--- src/rtl/pc_unit_if.sv ---
// pc_unit_if: groups the PC-select inputs and the PC/return-stack status
// outputs of pc_unit. The slave modport is the pc_unit side, the master
// modport is the controller (or bench) side.
interface pc_unit_if #(
  parameter int WIDTH = 16,
  parameter int DEPTH = 4
);
  localparam int CW = $clog2(DEPTH) + 1;

  logic [WIDTH-1:0] BUS;
  logic [WIDTH-1:0] ADDR;
  logic [WIDTH-1:0] VEC_IN;
  logic [2:0]       PCMUX;
  logic             LD_PC;
  logic             CLR_ERR;
  logic [WIDTH-1:0] PC_OUT;
  logic [WIDTH-1:0] PC_INC;
  logic [CW-1:0]    STK_COUNT;
  logic             STK_FULL;
  logic             STK_EMPTY;
  logic             STK_ERR;
  logic             ALIGN_FAULT;

  modport slave (
    input  BUS, ADDR, VEC_IN, PCMUX, LD_PC, CLR_ERR,
    output PC_OUT, PC_INC, STK_COUNT, STK_FULL, STK_EMPTY, STK_ERR, ALIGN_FAULT
  );

  modport master (
    output BUS, ADDR, VEC_IN, PCMUX, LD_PC, CLR_ERR,
    input  PC_OUT, PC_INC, STK_COUNT, STK_FULL, STK_EMPTY, STK_ERR, ALIGN_FAULT
  );
endinterface

--- src/rtl/pc_unit.sv ---
// pc_unit: registered LC-3b program counter with next-PC select
// (INC/BUS/ADDR/VEC/RET) and a hardware return stack of DEPTH entries.
// VEC pushes the link PC (PC+INC_STEP), RET pops it back into the PC.
// STK_ERR is a sticky flag for stack overflow, underflow and reserved selects.
// Optional feature macro: PC_ALIGN_CHK_EN -- when defined, odd targets of
// BUS/ADDR/VEC/RET loads are rejected and ALIGN_FAULT pulses for one cycle;
// when undefined, targets load unmodified and ALIGN_FAULT is tied low.
module pc_unit #(
  parameter int               WIDTH     = 16,
  parameter int               INC_STEP  = 2,
  parameter logic [WIDTH-1:0] RESET_VEC = {WIDTH{1'b0}},
  parameter int               DEPTH     = 4
) (
  input  logic      CLK,
  input  logic      RST_N,
  pc_unit_if.slave  pif
);

  localparam int               AW       = $clog2(DEPTH);
  localparam int               CW       = AW + 1;
  localparam logic [CW-1:0]    FULL_CNT = CW'(DEPTH);
  localparam logic [WIDTH-1:0] STEP     = WIDTH'(INC_STEP);

  typedef enum logic [2:0] {
    SEL_INC  = 3'b000,
    SEL_BUS  = 3'b001,
    SEL_ADDR = 3'b010,
    SEL_VEC  = 3'b011,
    SEL_RET  = 3'b100
  } pcmux_e;

  logic [WIDTH-1:0] pc_q, pc_d;
  logic [CW-1:0]    cnt_q, cnt_d;
  logic             err_q, err_d;
  logic [WIDTH-1:0] stk_q [DEPTH];

  logic [WIDTH-1:0] pc_inc;
  logic [CW-1:0]    cnt_m1;
  logic [WIDTH-1:0] tos;
  logic             full, empty;
  logic             take, push_req, pop_req, misalign, new_err, push;
  logic [WIDTH-1:0] target;

  // Next-PC select, stack pointer update and sticky error decode
  always_comb begin
    pc_inc   = pc_q + STEP;
    cnt_m1   = cnt_q - 1'b1;
    tos      = stk_q[cnt_m1[AW-1:0]];
    full     = (cnt_q == FULL_CNT);
    empty    = (cnt_q == '0);
    pc_d     = pc_q;
    cnt_d    = cnt_q;
    take     = 1'b0;
    push_req = 1'b0;
    pop_req  = 1'b0;
    push     = 1'b0;
    new_err  = 1'b0;
    target   = pc_q;
    misalign = 1'b0;
    if (pif.LD_PC) begin
      case (pcmux_e'(pif.PCMUX))
        SEL_INC:  pc_d = pc_inc;
        SEL_BUS:  begin target = pif.BUS;    take = 1'b1; end
        SEL_ADDR: begin target = pif.ADDR;   take = 1'b1; end
        SEL_VEC:  begin target = pif.VEC_IN; take = 1'b1; push_req = 1'b1; end
        SEL_RET: begin
          // Underflow: PC holds and nothing is popped
          if (empty) new_err = 1'b1;
          else begin target = tos; take = 1'b1; pop_req = 1'b1; end
        end
        default:  new_err = 1'b1;
      endcase
    end
`ifdef PC_ALIGN_CHK_EN
    // A rejected odd target leaves PC and stack untouched and raises no STK_ERR
    misalign = take & target[0];
`endif
    if (take && !misalign) begin
      pc_d = target;
      if (push_req) begin
        // Overflow still takes the vector but drops the link
        if (full) new_err = 1'b1;
        else begin push = 1'b1; cnt_d = cnt_q + 1'b1; end
      end
      if (pop_req) cnt_d = cnt_m1;
    end
    // A new error outranks a simultaneous clear
    err_d = new_err | (err_q & ~pif.CLR_ERR);
  end

  // PC, stack count and error flag registers
  always_ff @(posedge CLK or negedge RST_N) begin
    if (!RST_N) begin
      pc_q  <= RESET_VEC;
      cnt_q <= '0;
      err_q <= 1'b0;
    end else begin
      pc_q  <= pc_d;
      cnt_q <= cnt_d;
      err_q <= err_d;
    end
  end

  // Return-stack storage; contents are meaningless while count is zero
  always_ff @(posedge CLK) begin
    if (push) stk_q[cnt_q[AW-1:0]] <= pc_inc;
  end

`ifdef PC_ALIGN_CHK_EN
  logic afault_q, afault_d;

  // One-cycle misalignment pulse following the rejected load
  always_comb afault_d = misalign;

  // Alignment fault register
  always_ff @(posedge CLK or negedge RST_N) begin
    if (!RST_N) afault_q <= 1'b0;
    else        afault_q <= afault_d;
  end

  assign pif.ALIGN_FAULT = afault_q;
`else
  assign pif.ALIGN_FAULT = 1'b0;
`endif

  assign pif.PC_OUT    = pc_q;
  assign pif.PC_INC    = pc_inc;
  assign pif.STK_COUNT = cnt_q;
  assign pif.STK_FULL  = full;
  assign pif.STK_EMPTY = empty;
  assign pif.STK_ERR   = err_q;

endmodule

--- src/flat_wrapper.sv ---
// flat-port wrapper written by rule: the top's interface ports become plain ports
module pc_unit_flat 
#(
  parameter int               WIDTH     = 16,
  parameter int               INC_STEP  = 2,
  parameter logic [WIDTH-1:0] RESET_VEC = {WIDTH{1'b0}},
  parameter int               DEPTH     = 4
)
  (CLK, RST_N, pif_BUS, pif_ADDR, pif_VEC_IN, pif_PCMUX, pif_LD_PC, pif_CLR_ERR, pif_PC_OUT, pif_PC_INC, pif_STK_COUNT, pif_STK_FULL, pif_STK_EMPTY, pif_STK_ERR, pif_ALIGN_FAULT);
  pc_unit_if #(.WIDTH(WIDTH), .DEPTH(DEPTH)) pif_i ();
  input  logic CLK;
  input  logic RST_N;
  input wire logic [$bits(pif_i.BUS)-1:0] pif_BUS;
  input wire logic [$bits(pif_i.ADDR)-1:0] pif_ADDR;
  input wire logic [$bits(pif_i.VEC_IN)-1:0] pif_VEC_IN;
  input wire logic [$bits(pif_i.PCMUX)-1:0] pif_PCMUX;
  input wire logic [$bits(pif_i.LD_PC)-1:0] pif_LD_PC;
  input wire logic [$bits(pif_i.CLR_ERR)-1:0] pif_CLR_ERR;
  output wire logic [$bits(pif_i.PC_OUT)-1:0] pif_PC_OUT;
  output wire logic [$bits(pif_i.PC_INC)-1:0] pif_PC_INC;
  output wire logic [$bits(pif_i.STK_COUNT)-1:0] pif_STK_COUNT;
  output wire logic [$bits(pif_i.STK_FULL)-1:0] pif_STK_FULL;
  output wire logic [$bits(pif_i.STK_EMPTY)-1:0] pif_STK_EMPTY;
  output wire logic [$bits(pif_i.STK_ERR)-1:0] pif_STK_ERR;
  output wire logic [$bits(pif_i.ALIGN_FAULT)-1:0] pif_ALIGN_FAULT;
  assign pif_i.BUS = pif_BUS;
  assign pif_i.ADDR = pif_ADDR;
  assign pif_i.VEC_IN = pif_VEC_IN;
  assign pif_i.PCMUX = pif_PCMUX;
  assign pif_i.LD_PC = pif_LD_PC;
  assign pif_i.CLR_ERR = pif_CLR_ERR;
  assign pif_PC_OUT = pif_i.PC_OUT;
  assign pif_PC_INC = pif_i.PC_INC;
  assign pif_STK_COUNT = pif_i.STK_COUNT;
  assign pif_STK_FULL = pif_i.STK_FULL;
  assign pif_STK_EMPTY = pif_i.STK_EMPTY;
  assign pif_STK_ERR = pif_i.STK_ERR;
  assign pif_ALIGN_FAULT = pif_i.ALIGN_FAULT;
  pc_unit #(.WIDTH(WIDTH), .INC_STEP(INC_STEP), .RESET_VEC(RESET_VEC), .DEPTH(DEPTH)) u_core (.CLK(CLK), .RST_N(RST_N), .pif(pif_i));
endmodule
--- config.mk ---
export PLATFORM = sky130hd
export DESIGN_NAME = pc_unit_flat
export DESIGN_NICKNAME = d
export VERILOG_FILES = /design/src/rtl/pc_unit_if.sv /design/src/rtl/pc_unit.sv /design/src/flat_wrapper.sv
export SDC_FILE = /design/constraint.sdc
export NUM_CORES = 1
export LEC_CHECK = 0
export BUFFER_PORTS_ARGS = -buffer_cell sky130_fd_sc_hd__clkbuf_2
export CAP_MARGIN = 10
export CORE_MARGIN = 2
export CORE_UTILIZATION = 43
export CTS_BUF_LIST = sky130_fd_sc_hd__clkbuf_8
export CTS_CLUSTER_DIAMETER = 80
export DETAILED_ROUTE_END_ITERATION = 16
export GPL_ROUTABILITY_DRIVEN = 0
export PLACE_DENSITY_LB_ADDON = 0.2
export SYNTH_ARGS = -nofsm -noshare
export SYNTH_HDL_FRONTEND = slang
export SYNTH_SLANG_ARGS = --single-unit
--- constraint.sdc ---
create_clock -name CLK -period 2.7 [get_ports CLK]
set_input_delay 0.27 -clock CLK [delete_from_list [all_inputs] [get_ports CLK]]
set_output_delay 0.27 -clock CLK [all_outputs]
set_load 0.05 [all_outputs]
Yosys cells after proc, flatten, opt, wreduce, memory -nomap -nowiden:

Memories as Yosys holds them, arrays and structs flattened.
Index checks and enable logic that the tools add are counted.

* bits in writable memories: 64
* word-level logic and storage cells: 53
* output and inout port bits: 39
* memories: 1
* input port bits: 55
* flip-flop bits (word level): 20

* bitwise gates (word level): 3
* reductions and logical operators: 8
* eq/ne operators: 8
* add/sub/neg operators: 3
* muxes and demuxes: 27

Memories
* u_core.stk_q: depth 4, width 16, rd ports 1, clocked after memory_dff 0, wr ports 1, RTL line pc_unit.sv:35 `logic [WIDTH-1:0] stk_q [DEPTH];`

Operators with widths (number)
* two-way mux 16 bit: 5
* one-hot mux 16 bit (4 select lines): 1
* adder 16 x 2 -> 16 bit (second input constant): 1
* two-way mux 1 bit: 16
* two-way mux 3 bit: 3
* equality test 3 x 2 -> 1 bit (second input constant): 2
* equality test 3 bit (second input constant): 2
* logical NOT 3 bit: 2
* != test 5 bit (second input constant): 1
* one-hot mux 1 bit (2 select lines): 2
* AND reduction 4 bit: 1
* nonzero test 2 bit: 2
* OR reduction 4 bit: 1
* adder 3 x 1 -> 3 bit (second input constant): 1
* equality test 3 x 1 -> 1 bit (second input constant): 1
* != test 3 bit (second input constant): 1
* AND reduction 3 bit: 1
* OR reduction 3 bit: 1
* subtractor 3 x 1 -> 3 bit (second input constant): 1
* != test 2 x 1 -> 1 bit (second input constant): 1
* bitwise AND 1 bit: 1
* NOT 1 bit: 1
* bitwise OR 1 bit: 1

Depth between registers and ports, before layout:

* depth in word-level cells: 8
* gate-level depth with buffers: 10

Worst setup path after synthesis:

Ideal clock, no wire load.

* kind: reg2reg
* start point: register u_core.cnt_q[0] (netlist: u_core.pif.STK_COUNT[0])
* end point: register u_core.cnt_q[2] (netlist: u_core.pif.STK_COUNT[2])
* arrival time: 2.812 ns
* buffers on the path: 2
* setup slack: -0.254 ns
* clock period less this slack: 2.954 ns
* stages on the path, launching flop included: 10
* cells stage by stage: dfrtp_1 > buf_6 > buf_6 > inv_1 > ha_1 > and2_1 > nor3_2 > and2_1 > a21oi_1 > xnor2_1

* elaborated cells between the ends (all ways): 15
* those cells by class: add/sub: 2; eq/ne: 2; mux: 8; reduce/logical: 3

RTL lines
* start: declaration: RTL line pc_unit.sv:33 `logic [CW-1:0] cnt_q, cnt_d;`
* start signal: assignment: RTL line pc_unit.sv:99 `cnt_q <= cnt_d;`
* equality test 3 bit: RTL line pc_unit.sv:49 `full = (cnt_q == FULL_CNT);`
* via pif_STK_FULL: RTL line flat_wrapper.sv:22 `output wire logic [$bits(pif_i.STK_FULL)-1:0] pif_STK_FULL;`
* != test 2 x 1 -> 1 bit (no line)
* AND reduction 3 bit (no line)

The timed path passes the listed nets, and every way through them passes these cells. The select of a mux whose other input is x is not followed.
A chain may end at the register's enable or synchronous reset.

Worst setup path in the final report:

* start point: register u_core.pc_q[3] (netlist: u_core.pif.PC_OUT[3])
* end point: output pif_PC_INC[14]

* longest elaborated chain between the ends: 1

Ends and longest elaborated chain
* start: declaration: RTL line pc_unit.sv:32 `logic [WIDTH-1:0] pc_q, pc_d;`
* start signal: assignment: RTL line pc_unit.sv:98 `pc_q <= pc_d;`
* adder 16 x 2 -> 16 bit: RTL line pc_unit.sv:46 `pc_inc = pc_q + STEP;`
* end: declaration: RTL line flat_wrapper.sv:20 `output wire logic [$bits(pif_i.PC_INC)-1:0] pif_PC_INC;`

No other way between the ends.

==> impl_metrics.xml <==
<?xml version="1.0" encoding="UTF-8"?>
<metrics>
  <group name="yosys">
    <metric name="synth-edff-count" unit="">64</metric>
    <metric name="synthesis.nets" unit="">394</metric>
    <metric name="syn_inst" unit="">333</metric>
    <metric name="post_synth_mux_area_share" unit="%">12.5</metric>
    <metric name="yosysWarningCount" unit="">0</metric>
    <metric name="synth-async-reset-ratio" unit="%">23.8</metric>
    <metric name="yosys_most_used_dff" unit="">sky130_fd_sc_hd__edfxtp_1</metric>
    <metric name="ys_ff_latch" unit="">84</metric>
    <metric name="yosys.area_share.xor_xnor" unit="%">3.20</metric>
    <metric name="synth_area" unit="sq um">4340</metric>
    <metric name="main_combinational_cell_family_by_area_after_synthesis" unit="">compound AO/OA/AOI/OAI gates</metric>
    <metric name="post-synth-top-area-fraction" unit="%">44.3</metric>
    <metric name="yosys.cell_types.count" unit="">57</metric>
    <metric name="synth_compound_area_share" unit="%">12.7</metric>
    <metric name="post_synth.cell_area_avg" unit="sq um">13.0</metric>
    <metric name="ys_seq_area_share" unit="%">55.9</metric>
    <metric name="synth_adder_area_share" unit="%">1.73</metric>
    <metric name="post_synth_main_area_contributors" unit="">sky130_fd_sc_hd__edfxtp_1 44%, sky130_fd_sc_hd__dfrtp_1 12%, sky130_fd_sc_hd__mux4_2 7.8%</metric>
    <metric name="synth_simple_gate_area_share" unit="%">9.75</metric>
    <metric name="synth_top_area_cell" unit="">sky130_fd_sc_hd__edfxtp_1</metric>
  </group>
  <group name="clock_network">
    <metric name="worst_setup_hold_path_clk_slew" unit="ns">0.08</metric>
    <metric name="cts-htree-levels" unit="">3</metric>
    <metric name="cts-buffers-inserted" unit="">9</metric>
    <metric name="numClockSinks" unit="">84</metric>
    <metric name="clock_tree.buffer_depth" unit="">2</metric>
    <metric name="clk_root_buffer_cell" unit="">sky130_fd_sc_hd__clkbuf_8</metric>
    <metric name="clk-insertion-delay-late" unit="ns">0.35</metric>
    <metric name="cts_tree" unit="">built</metric>
  </group>
  <group name="global_route">
    <metric name="grt_pass1_wl" unit="mm">17.9</metric>
    <metric name="antenna_violations_before_repair" unit="">0</metric>
    <metric name="overflow" unit="">0</metric>
    <metric name="grt_pass1_vias" unit="">3160</metric>
    <metric name="grt_max_degree" unit="">24</metric>
    <metric name="globalRouteTotalUtil" unit="%">21.6</metric>
  </group>
  <group name="timing">
    <metric name="min_tclk_post_route" unit="ns">2.57</metric>
    <metric name="clock_skew" unit="ns">0.00855</metric>
    <metric name="drv_slew" unit="">0</metric>
    <metric name="timing.final.setup_violations" unit="">0</metric>
    <metric name="max_clock_freq" unit="MHz">389</metric>
    <metric name="rsz0062_at_grt" unit="">no</metric>
    <metric name="max-slew-margin-rel" unit="%">52.4</metric>
    <metric name="fin_crit_sh" unit="%">95.2</metric>
    <metric name="timing.setup.tns" unit="ns">0</metric>
    <metric name="final_hold_viol_count" unit="">0</metric>
    <metric name="worst-slew-pin-transition" unit="ns">0.712</metric>
    <metric name="whs" unit="ns">0.0959</metric>
  </group>
  <group name="final_layout">
    <metric name="drive_above_1_share" unit="%">37.1</metric>
    <metric name="filler_cell_count" unit="">873</metric>
    <metric name="antenna_cells" unit="">0</metric>
    <metric name="nets" unit="">487</metric>
    <metric name="finalCoreUtilization" unit="%">52.7</metric>
    <metric name="ff_latch_area" unit="sq um">2420</metric>
    <metric name="multi_input_gate_area" unit="sq um">1770</metric>
    <metric name="area.growth.synth_to_final" unit="%">18.7</metric>
  </group>
  <group name="power_and_ir_drop">
    <metric name="share_clk_of_total_power" unit="%">19.0</metric>
    <metric name="post-layout-total-power" unit="mW">5.01</metric>
    <metric name="seq_power_share" unit="%">35.8</metric>
    <metric name="power.combinational.fraction" unit="%">45.2</metric>
    <metric name="int_pwr" unit="mW">2.87</metric>
    <metric name="switching_pwr" unit="mW">2.14</metric>
    <metric name="power.ir.vdd_worst" unit="mV">0.424</metric>
    <metric name="pwr_density_cell" unit="nW/um^2">974</metric>
    <metric name="p_sw_share" unit="%">42.7</metric>
    <metric name="static-leakage-power" unit="nW">2.02</metric>
  </group>
  <group name="worst_setup_path">
    <metric name="path_max_fanout" unit="">9</metric>
    <metric name="critPathLaunchType" unit="">flip-flop</metric>
    <metric name="critical_setup_path_kind" unit="">flip-flop to primary output</metric>
    <metric name="worst_ep_arrival_time" unit="ns">2.30</metric>
    <metric name="worst-endpoint-required" unit="ns">2.43</metric>
    <metric name="setup.worst_path.end_class" unit="">primary output</metric>
  </group>
  <group name="routing">
    <metric name="avgRoutedWirePerCell" unit="um">20.2</metric>
    <metric name="ant_nets" unit="">0</metric>
    <metric name="vias" unit="">3218</metric>
    <metric name="drt_drc_violations_left" unit="">0</metric>
    <metric name="vias_per_cell" unit="">5.73</metric>
    <metric name="dr.pass1.iters" unit="">5</metric>
    <metric name="finalWirelength" unit="mm">11.3</metric>
    <metric name="drt_iter0_drc" unit="">270</metric>
  </group>
  <group name="worst_hold_path">
    <metric name="worst_min_path_class" unit="">input pin to flip-flop</metric>
  </group>
  <group name="floorplanning">
    <metric name="die_height" unit="um">104</metric>
    <metric name="floorplan.core_area" unit="sq um">9770</metric>
    <metric name="io_pins" unit="">94</metric>
    <metric name="start_util" unit="%">44.4</metric>
    <metric name="area_enclosed_by_the_die_boundary" unit="sq um">10900</metric>
    <metric name="floorplan.rows" unit="">36</metric>
    <metric name="floorplan.die.width" unit="um">104</metric>
  </group>
  <group name="job">
    <metric name="max_cap_violations" unit="">0</metric>
  </group>
  <group name="placed_design">
    <metric name="place_hpwl" unit="mm">7.83</metric>
    <metric name="portBuffers" unit="">92</metric>
  </group>
  <group name="status">
    <metric name="run_status" unit="">finished clean</metric>
  </group>
</metrics>
## final cells by class
class                   instances  share of cell area [%]
inverters                       9                   0.656
flip-flops and latches         84                    47.1
well taps                     133                    3.23
clock inverters                 5                    1.53
repair buffers                104                    10.8
clock buffers                   9                    2.41
multi-input cells             218                    34.3
## kinds of logic after synthesis
family,count (synthesis)
flip-flops,84
AND/OR/NAND/NOR,82
AO/OA/AOI/OAI,81
multiplexers,33
buffers and inverters,31
XOR/XNOR,15
adder cells (fa/ha/maj),6
other,1
## metrics by stage
step / worst slack [ns] / std cells / area [sq um]
floorplan: 0.0243 / 333 / 4350
global placement: 0.500 / 545 / 4890
detailed placement: 0.447 / 545 / 4890
CTS: 0.0467 / 560 / 5110
global route: 0.00213 / 562 / 5150
finish: 0.130 / 562 / 5150
## cell usage after synthesis, drive strengths merged (2+ instances only)
cell type  count
edfxtp        64
nand2         29
a21oi         24
dfrtp         20
buf           18
mux4          16
nor2          15
o21ai         15
mux2i         10
xnor2         10
inv            9
nor3           9
a211oi         8
and2           7
mux2           7
nand3          7
ha             6
o22ai          6
a211o          5
a221o          5
xor2           5
and3           4
clkbuf         4
nand4          3
o221ai         3
and4           2
nand2b         2
nor4           2
o211ai         2
o21bai         2
## metal layers
metal	up-vias	global-route usage (%)	wire (um)	share of wire, %
met3	21	4.32	667	5.9
met4	0	8.59	271	2.4
met1	1598	29.6	4930	44
met5	-	0	0	0
met2	132	33.8	5460	48
li1	1467	-	-	-
## repair_timing
item | 4_1_cts | 5_1_grt
setup endpoints to repair | 0 | 4
hold buffers | 1 | 0
gates resized for setup | 0 | 6
endpoints found under the hold margin | 20 | 0
buffers inserted | 0 | 2
## power by group through the flow
stage	clock network [mW]	logic (mW)	registers (mW)
2_1_floorplan	0	1.39	2.10
3_3_place_gp	0	2.24	1.81
3_5_place_dp	0	2.25	1.82
4_1_cts	0.962	2.26	1.79
5_1_grt	1.02	2.41	1.82
6_report	0.952	2.27	1.80
## worst paths after layout
check	start	end	slack, ns	cells past startpoint
max	u_core.pif.PC_OUT[3]	pif_PC_INC[14]	0.13	5
min	pif_CLR_ERR	u_core.pif.STK_ERR	0.1	2
max reg2reg	u_core.pif.STK_COUNT[1]	u_core.pif.PC_OUT[3]	0.47	7
min reg2reg	u_core.pif.STK_ERR	u_core.pif.STK_ERR	0.54	2
max in group asynchronous	RST_N	u_core.pif.STK_COUNT[0]	1.85	2
min in group asynchronous	RST_N	u_core.pif.STK_COUNT[1]	0.44	2
## flip-flops by register name, indices dropped and copies added, names as in the netlist
register	count
u_core.stk_q	64
u_core.pif.PC_OUT	16
u_core.pif.STK_COUNT	3
u_core.pif.STK_ERR	1
## cell usage in the layout (no fill, tap or decap), types with 4 or more instances in the layout
| cell | Yosys | final |
|---|---|---|
| sky130_fd_sc_hd__inv_1 | 9 | 9 |
| sky130_fd_sc_hd__o22ai_1 | 6 | 6 |
| sky130_fd_sc_hd__mux4_2 | 15 | 15 |
| sky130_fd_sc_hd__clkbuf_8 | 0 | 9 |
| sky130_fd_sc_hd__nand2_1 | 29 | 29 |
| sky130_fd_sc_hd__nand3_1 | 7 | 7 |
| sky130_fd_sc_hd__buf_4 | 6 | 11 |
| sky130_fd_sc_hd__o21ai_0 | 14 | 14 |
| sky130_fd_sc_hd__mux2i_1 | 10 | 10 |
| sky130_fd_sc_hd__dfrtp_1 | 20 | 19 |
| sky130_fd_sc_hd__a211o_1 | 5 | 5 |
| sky130_fd_sc_hd__mux2_2 | 7 | 7 |
| sky130_fd_sc_hd__and2_2 | 1 | 5 |
| sky130_fd_sc_hd__nor2_1 | 14 | 14 |
| sky130_fd_sc_hd__a21oi_1 | 24 | 24 |
| sky130_fd_sc_hd__nor3_1 | 7 | 7 |
| sky130_fd_sc_hd__a221o_1 | 5 | 5 |
| sky130_fd_sc_hd__and3_1 | 4 | 4 |
| sky130_fd_sc_hd__ha_1 | 6 | 6 |
| sky130_fd_sc_hd__edfxtp_1 | 64 | 64 |
| sky130_fd_sc_hd__a211oi_1 | 7 | 7 |
| sky130_fd_sc_hd__xnor2_1 | 9 | 9 |
| sky130_fd_sc_hd__clkbuf_2 | 1 | 90 |
## worst max-delay path, cell delays in order (launching register included)
cell and delay [ns]:
sky130_fd_sc_hd__dfrtp_1 0.53, sky130_fd_sc_hd__and4_1 0.34, sky130_fd_sc_hd__nand2_1 0.10, sky130_fd_sc_hd__nor3_1 0.24, sky130_fd_sc_hd__xor2_1 0.38, sky130_fd_sc_hd__clkbuf_2 0.35
No activity file was read; power rests on OpenSTA's default activity.
